### src/rtl/i2c_btn_write_seq.sv
// Button-driven I2C register writer: edits an 8-bit value and sends it as START/addr/reg/data/STOP.
// Optional `I2C_SEQ_RETRY_EN: a NACKed transaction is replayed once before reporting failure.
module i2c_btn_write_seq #(
    parameter logic [6:0] SLAVE_ADDR = 7'h50,
    parameter logic [7:0] REG_ADDR   = 8'h00,
    parameter logic [7:0] INIT_VALUE = 8'h00
) (
    input  logic       clk,
    input  logic       reset,
    input  logic       i_btn_up,
    input  logic       i_btn_down,
    input  logic       i_btn_send,
    output logic       o_cmd_valid,
    output logic [1:0] o_cmd,
    output logic [7:0] o_tx_data,
    input  logic       i_cmd_ready,
    input  logic       i_cmd_done,
    input  logic       i_ack_err,
    output logic [7:0] o_value,
    output logic       o_busy,
    output logic       o_nack,
    output logic       o_tx_done
);

    // state    | meaning
    // ST_IDLE  | no transaction; buttons edit the value
    // ST_START | START condition issued / awaiting done
    // ST_ADDR  | {SLAVE_ADDR,W} byte issued / awaiting done
    // ST_REG   | REG_ADDR byte issued / awaiting done
    // ST_DATA  | latched value byte issued / awaiting done
    // ST_STOP  | STOP condition issued / awaiting done
    // In non-idle states o_cmd_valid=1 is the issue phase, o_cmd_valid=0 the wait phase.
    typedef enum logic [2:0] {
        ST_IDLE, ST_START, ST_ADDR, ST_REG, ST_DATA, ST_STOP
    } state_t;

    localparam logic [1:0] CMD_START = 2'd0;
    localparam logic [1:0] CMD_WRITE = 2'd1;
    localparam logic [1:0] CMD_STOP  = 2'd2;

    state_t     state_q, state_d;
    logic       cmd_valid_q, cmd_valid_d;
    logic [1:0] cmd_q, cmd_d;
    logic [7:0] tx_data_q, tx_data_d;
    logic [7:0] value_q, value_d;
    logic [7:0] data_q, data_d;
    logic       busy_q, busy_d;
    logic       nack_q, nack_d;
    logic       nack_seen_q, nack_seen_d;
    logic       tx_done_q, tx_done_d;
    logic       launch;
    state_t     launch_st;
`ifdef I2C_SEQ_RETRY_EN
    logic       retry_used_q, retry_used_d;
`endif

    always_comb begin
        state_d     = state_q;
        cmd_valid_d = cmd_valid_q;
        cmd_d       = cmd_q;
        tx_data_d   = tx_data_q;
        value_d     = value_q;
        data_d      = data_q;
        busy_d      = busy_q;
        nack_d      = nack_q;
        nack_seen_d = nack_seen_q;
        tx_done_d   = 1'b0;
        launch      = 1'b0;
        launch_st   = ST_IDLE;
`ifdef I2C_SEQ_RETRY_EN
        retry_used_d = retry_used_q;
`endif
        if (state_q == ST_IDLE) begin
            if (i_btn_send) begin
                launch      = 1'b1;
                launch_st   = ST_START;
                busy_d      = 1'b1;
                data_d      = value_q;
                nack_seen_d = 1'b0;
`ifdef I2C_SEQ_RETRY_EN
                retry_used_d = 1'b0;
`endif
            end else if (i_btn_up && !i_btn_down) begin
                value_d = value_q + 8'd1;
            end else if (i_btn_down && !i_btn_up) begin
                value_d = value_q - 8'd1;
            end
        end else if (cmd_valid_q) begin
            if (i_cmd_ready) cmd_valid_d = 1'b0;
        end else if (i_cmd_done) begin
            // A NACK on any data byte skips straight to STOP.
            if (i_ack_err && (state_q inside {ST_ADDR, ST_REG, ST_DATA})) begin
                nack_seen_d = 1'b1;
                launch      = 1'b1;
                launch_st   = ST_STOP;
            end else begin
                case (state_q)
                    ST_START: begin launch = 1'b1; launch_st = ST_ADDR; end
                    ST_ADDR:  begin launch = 1'b1; launch_st = ST_REG;  end
                    ST_REG:   begin launch = 1'b1; launch_st = ST_DATA; end
                    ST_DATA:  begin launch = 1'b1; launch_st = ST_STOP; end
                    default: begin
`ifdef I2C_SEQ_RETRY_EN
                        if (nack_seen_q && !retry_used_q) begin
                            launch       = 1'b1;
                            launch_st    = ST_START;
                            retry_used_d = 1'b1;
                            nack_seen_d  = 1'b0;
                        end else
`endif
                        begin
                            state_d   = ST_IDLE;
                            busy_d    = 1'b0;
                            tx_done_d = 1'b1;
                            nack_d    = nack_seen_q;
                            cmd_d     = CMD_START;
                            tx_data_d = 8'h00;
                        end
                    end
                endcase
            end
        end

        if (launch) begin
            state_d     = launch_st;
            cmd_valid_d = 1'b1;
            case (launch_st)
                ST_START: begin cmd_d = CMD_START; tx_data_d = 8'h00;             end
                ST_ADDR:  begin cmd_d = CMD_WRITE; tx_data_d = {SLAVE_ADDR, 1'b0}; end
                ST_REG:   begin cmd_d = CMD_WRITE; tx_data_d = REG_ADDR;          end
                ST_DATA:  begin cmd_d = CMD_WRITE; tx_data_d = data_q;            end
                default:  begin cmd_d = CMD_STOP;  tx_data_d = 8'h00;             end
            endcase
        end
    end

    always_ff @(posedge clk or posedge reset) begin
        if (reset) begin
            state_q     <= ST_IDLE;
            cmd_valid_q <= 1'b0;
            cmd_q       <= CMD_START;
            tx_data_q   <= 8'h00;
            value_q     <= INIT_VALUE;
            data_q      <= 8'h00;
            busy_q      <= 1'b0;
            nack_q      <= 1'b0;
            nack_seen_q <= 1'b0;
            tx_done_q   <= 1'b0;
`ifdef I2C_SEQ_RETRY_EN
            retry_used_q <= 1'b0;
`endif
        end else begin
            state_q     <= state_d;
            cmd_valid_q <= cmd_valid_d;
            cmd_q       <= cmd_d;
            tx_data_q   <= tx_data_d;
            value_q     <= value_d;
            data_q      <= data_d;
            busy_q      <= busy_d;
            nack_q      <= nack_d;
            nack_seen_q <= nack_seen_d;
            tx_done_q   <= tx_done_d;
`ifdef I2C_SEQ_RETRY_EN
            retry_used_q <= retry_used_d;
`endif
        end
    end

    assign o_cmd_valid = cmd_valid_q;
    assign o_cmd       = cmd_q;
    assign o_tx_data   = tx_data_q;
    assign o_value     = value_q;
    assign o_busy      = busy_q;
    assign o_nack      = nack_q;
    assign o_tx_done   = tx_done_q;

endmodule
### config.mk
export PLATFORM = sky130hd
export DESIGN_NAME = i2c_btn_write_seq
export DESIGN_NICKNAME = d
export VERILOG_FILES = /design/src/rtl/i2c_btn_write_seq.sv
export SDC_FILE = /design/constraint.sdc
export NUM_CORES = 1
export LEC_CHECK = 0
export ABC_AREA = 1
export CAP_MARGIN = 5
export CELL_PAD_IN_SITES_DETAIL_PLACEMENT = 1
export CELL_PAD_IN_SITES_GLOBAL_PLACEMENT = 1
export CORE_MARGIN = 1
export CORE_UTILIZATION = 40
export DETAILED_ROUTE_END_ITERATION = 16
export GPL_TIMING_DRIVEN = 0
export PLACE_DENSITY = 0.89
export SLEW_MARGIN = 20
export SYNTH_ARGS = -nofsm -noshare
export SYNTH_HDL_FRONTEND = slang
export SYNTH_SLANG_ARGS = --single-unit
### constraint.sdc
create_clock -name clk -period 2.4 [get_ports clk]
set_input_delay 0.48 -clock clk [delete_from_list [all_inputs] [get_ports clk]]
set_output_delay 0.48 -clock clk [all_outputs]
set_load 0.01 [all_outputs]
==> key figures <==
Timing
  • RSZ-0062 raised after global routing: false
  • Max-slew violations: 0
  • Max frequency: 462 MHz
  • Endpoints failing setup: 0
  • Ratio of final minimum period to clock period: 90.2%
  • Hold_ws: 0.493 ns
  • Min Tclk post-route: 2.16 ns
  • Clock Skews: 0.00256 ns
  • Max transition margin: 54.2%
  • Slew @ Worst Pin: 0.686 ns
  • Final Hold Vio Count: 0

Clock tree
  • Hold Buf Count CTS: 0
  • H-tree Lvls: 2
  • CTS tree: built
  • Worst-skew pair later-pin latency: 0.28 ns
  • Worst-case clock buffer depth: 2
  • Root buf cell: clkbuf_8
  • Clk pin slew, worst setup/hold paths: 0.07 ns
  • Setup repair bufs after CTS: 0
  • Cts bufs inserted: 5
  • Clock sinks: 34

Global route
  • Vias in the first global route: 1608
  • Initial antenna violation count: 0
  • Largest net degree at the start of global routing: 35
  • Met3 Track Usage GR: 5.23%
  • First-pass GRT wire length: 7370 um
  • Total GRT Usage: 19.6%
  • Top Usage Layer GRT: met2
  • Met2 Use GR: 32.5%
  • Gr ovfl total: 0
  • Met1 Use GR: 23.4%

Outcome
  • Status: finished, final reports clean

Routing
  • Number of iterations in the first detailed-routing pass: 2
  • Detail Route Antenna Nets: 0
  • Post-Route WL: 4050 um
  • First DRT Iteration DRCs: 64
  • Routed vias: 1468
  • Residual DRC: 0
  • Drt wl/cell: 13.7 um
  • Via-to-Cell Ratio: 4.96

Cells and area
  • Share of layout cells above drive strength 1: 14.3%
  • Final Core Density: 52.5%
  • Fill cells: 518
  • Most frequent cells in the layout: nand2_1, dfrtp_1, clkdlybuf4s50_1
  • Layout area overhead: 25.8%
  • # diodes: 0
  • Final nets: 260
  • Commonest non-fill, non-tap cell in the layout: nand2_1

Setup path
  • Worst setup EP type: register
  • Worst Setup Path Type: in2reg
  • CP endpoint: o_value[7]
  • Slowest cell on crit path: clkdlybuf4s50_1
  • Worst flop-to-flop path endpoint: o_value[7]
  • CP delay by family, top: buffers and inverters
  • CP bufs+invs: 3
  • Crit path depth: 12
  • Worst Setup Start Kind: primary input
  • Worst EP arrival: 2.34 ns
  • Worst Setup SP: i_btn_down
  • Crit-path most repeated cell: nand2_1
  • CP required: 2.58 ns
  • Critical Path, Cell by Cell: clkdlybuf4s50_1 -> inv_1 -> ha_1 -> inv_2 -> ha_1 -> a21o_1 -> a21boi_0 -> nand2_1 -> nand2_1 -> nand2_1 -> nand2_1 -> nand2_1
  • Reg2Reg Launch Point: o_value[4]
  • Worst reg-to-reg path cell count: 8
  • Max incr delay on CP: 0.45 ns
  • Flop-to-flop setup slack: 0.77 ns
  • Critical Path Fanout Max: 7

Synth
  • Cell variety after synth: 28
  • Mapped Area: 1820 um2
  • Synthesized instance count: 208
  • #FFs+latches synth: 34
  • Sequential fraction of the synthesis area: 46.8%
  • Syn_nets: 224
  • Warnings from Yosys: 0
  • Synthesized area per cell: 8.73 um2

Min path
  • Hold Path Class: reg2reg

Floorplanning
  • Rows: 24
  • Initial Util: 41.7%
  • Core area: 4350 um2
  • DIE AREA: 4820 um2
  • Io pins: 30
  • Die Y-Extent: 69.4 um
  • Die Wd: 69.4 um

Placed design
  • Buffers on Ports: 29
  • Placer Congestion: 0.801
  • HPWL after DPL: 3040 um

Flow run
  • Max-cap viol count: 0

Pwr
  • Max rail drop VDD: 0.597 mV
  • Pwr dens: 1190 nW/um2
  • Leakage: 0.00117 uW
==> worst reg2reg max path, stage by stage, from the launching register on <==
cell and delay, ns:
dfrtp_1 0.42, ha_1 0.37, a21o_1 0.21, a21boi_0 0.22, nand2_1 0.09, nand2_1 0.06, nand2_1 0.04, nand2_1 0.05
nand2_1 0.05
==> registers in the layout (all words and copies together) (netlist names), 2 cells and up <==
signal	count
o_tx_data	8
data_q	8
state_q	3
o_cmd	2
o_value	8
==> layout make-up <==
type,count,area (um2),area share [%]
Sequential cell,34,851,37.2
Multi-Input combinational cell,137,813,35.6
Timing Repair Buffer,29,290,12.7
Inverter,34,128,5.59
Clock buffer,6,82.6,3.61
Tap cell,52,65.1,2.85
Clock inverter,1,30.0,1.31
Buffer,3,25.0,1.10
==> timing repair <==
action	CTS	global route
resized for setup	0	1
hold endpoints to repair	0	0
endpoints found under the setup margin	0	2
==> metal layers <==
layer  share of wire, %  up-vias
li1                   -      733
met1                 44      702
met2                 50       25
met3                3.2        8
met4                2.4        0
met5                  0        -
==> kinds of logic after synthesis <==
family | Yosys count | share of synthesized area (%)
xor+xnor | 5 | 2.41
buf+inv | 37 | 8.40
fa+ha+maj | 8 | 5.92
simple gates | 93 | 25.2
flops | 34 | 46.8
compound gates | 31 | 11.2
==> synth_stat cells, drive strengths merged <==
master  count  area, um2
nand2      67        277
dfrtp      34        851
inv        34        128
o21ai      20        123
nand3      16        115
ha          7       87.6
nor2        6       41.3
a21oi       5       36.3
nand4       4       25.0
buf         3       25.0
xor2        3       26.3
a21o        2       15.0
xnor2       2       17.5
a21boi      1       7.51
fa          1       20.0
o211ai      1       7.51
o21bai      1       7.51
o31ai       1       7.51
==> through the flow <==
stage                     setup WS, ns  cell area (um2)  TNS, ns  cells  total power [uW]
after floorplan                  0.514             1820        0    208              1750
after global placement          -0.149             2170   -0.272    289              2140
after detailed placement        -0.192             2170   -0.354    289              2210
after CTS                        0.108             2280        0    296              2750
after global routing            0.0852             2280        0    296              2960
final                            0.235             2280        0    296              2720
==> worst min path at each step <==
| stage | start | depth (start not counted) | end | slack (ns) |
|---|---|---|---|---|
| after floorplan | data_q[5] | 2 | data_q[5] | 0.45 |
| after global placement | o_cmd[1] | 2 | o_cmd[1] | 0.46 |
| after detailed placement | o_cmd[1] | 2 | o_cmd[1] | 0.47 |
| after CTS | o_cmd[1] | 2 | o_cmd[1] | 0.49 |
| after global routing | o_nack | 2 | o_nack | 0.52 |
| final | o_cmd[1] | 2 | o_cmd[1] | 0.49 |
==> where the power goes <==
part           total [uW]  switching, uW  internal, uW
clock network         533            201           332
logic                1270            717           548
registers             922            163           758
Note: power is estimated with default switching activity, not from simulation.
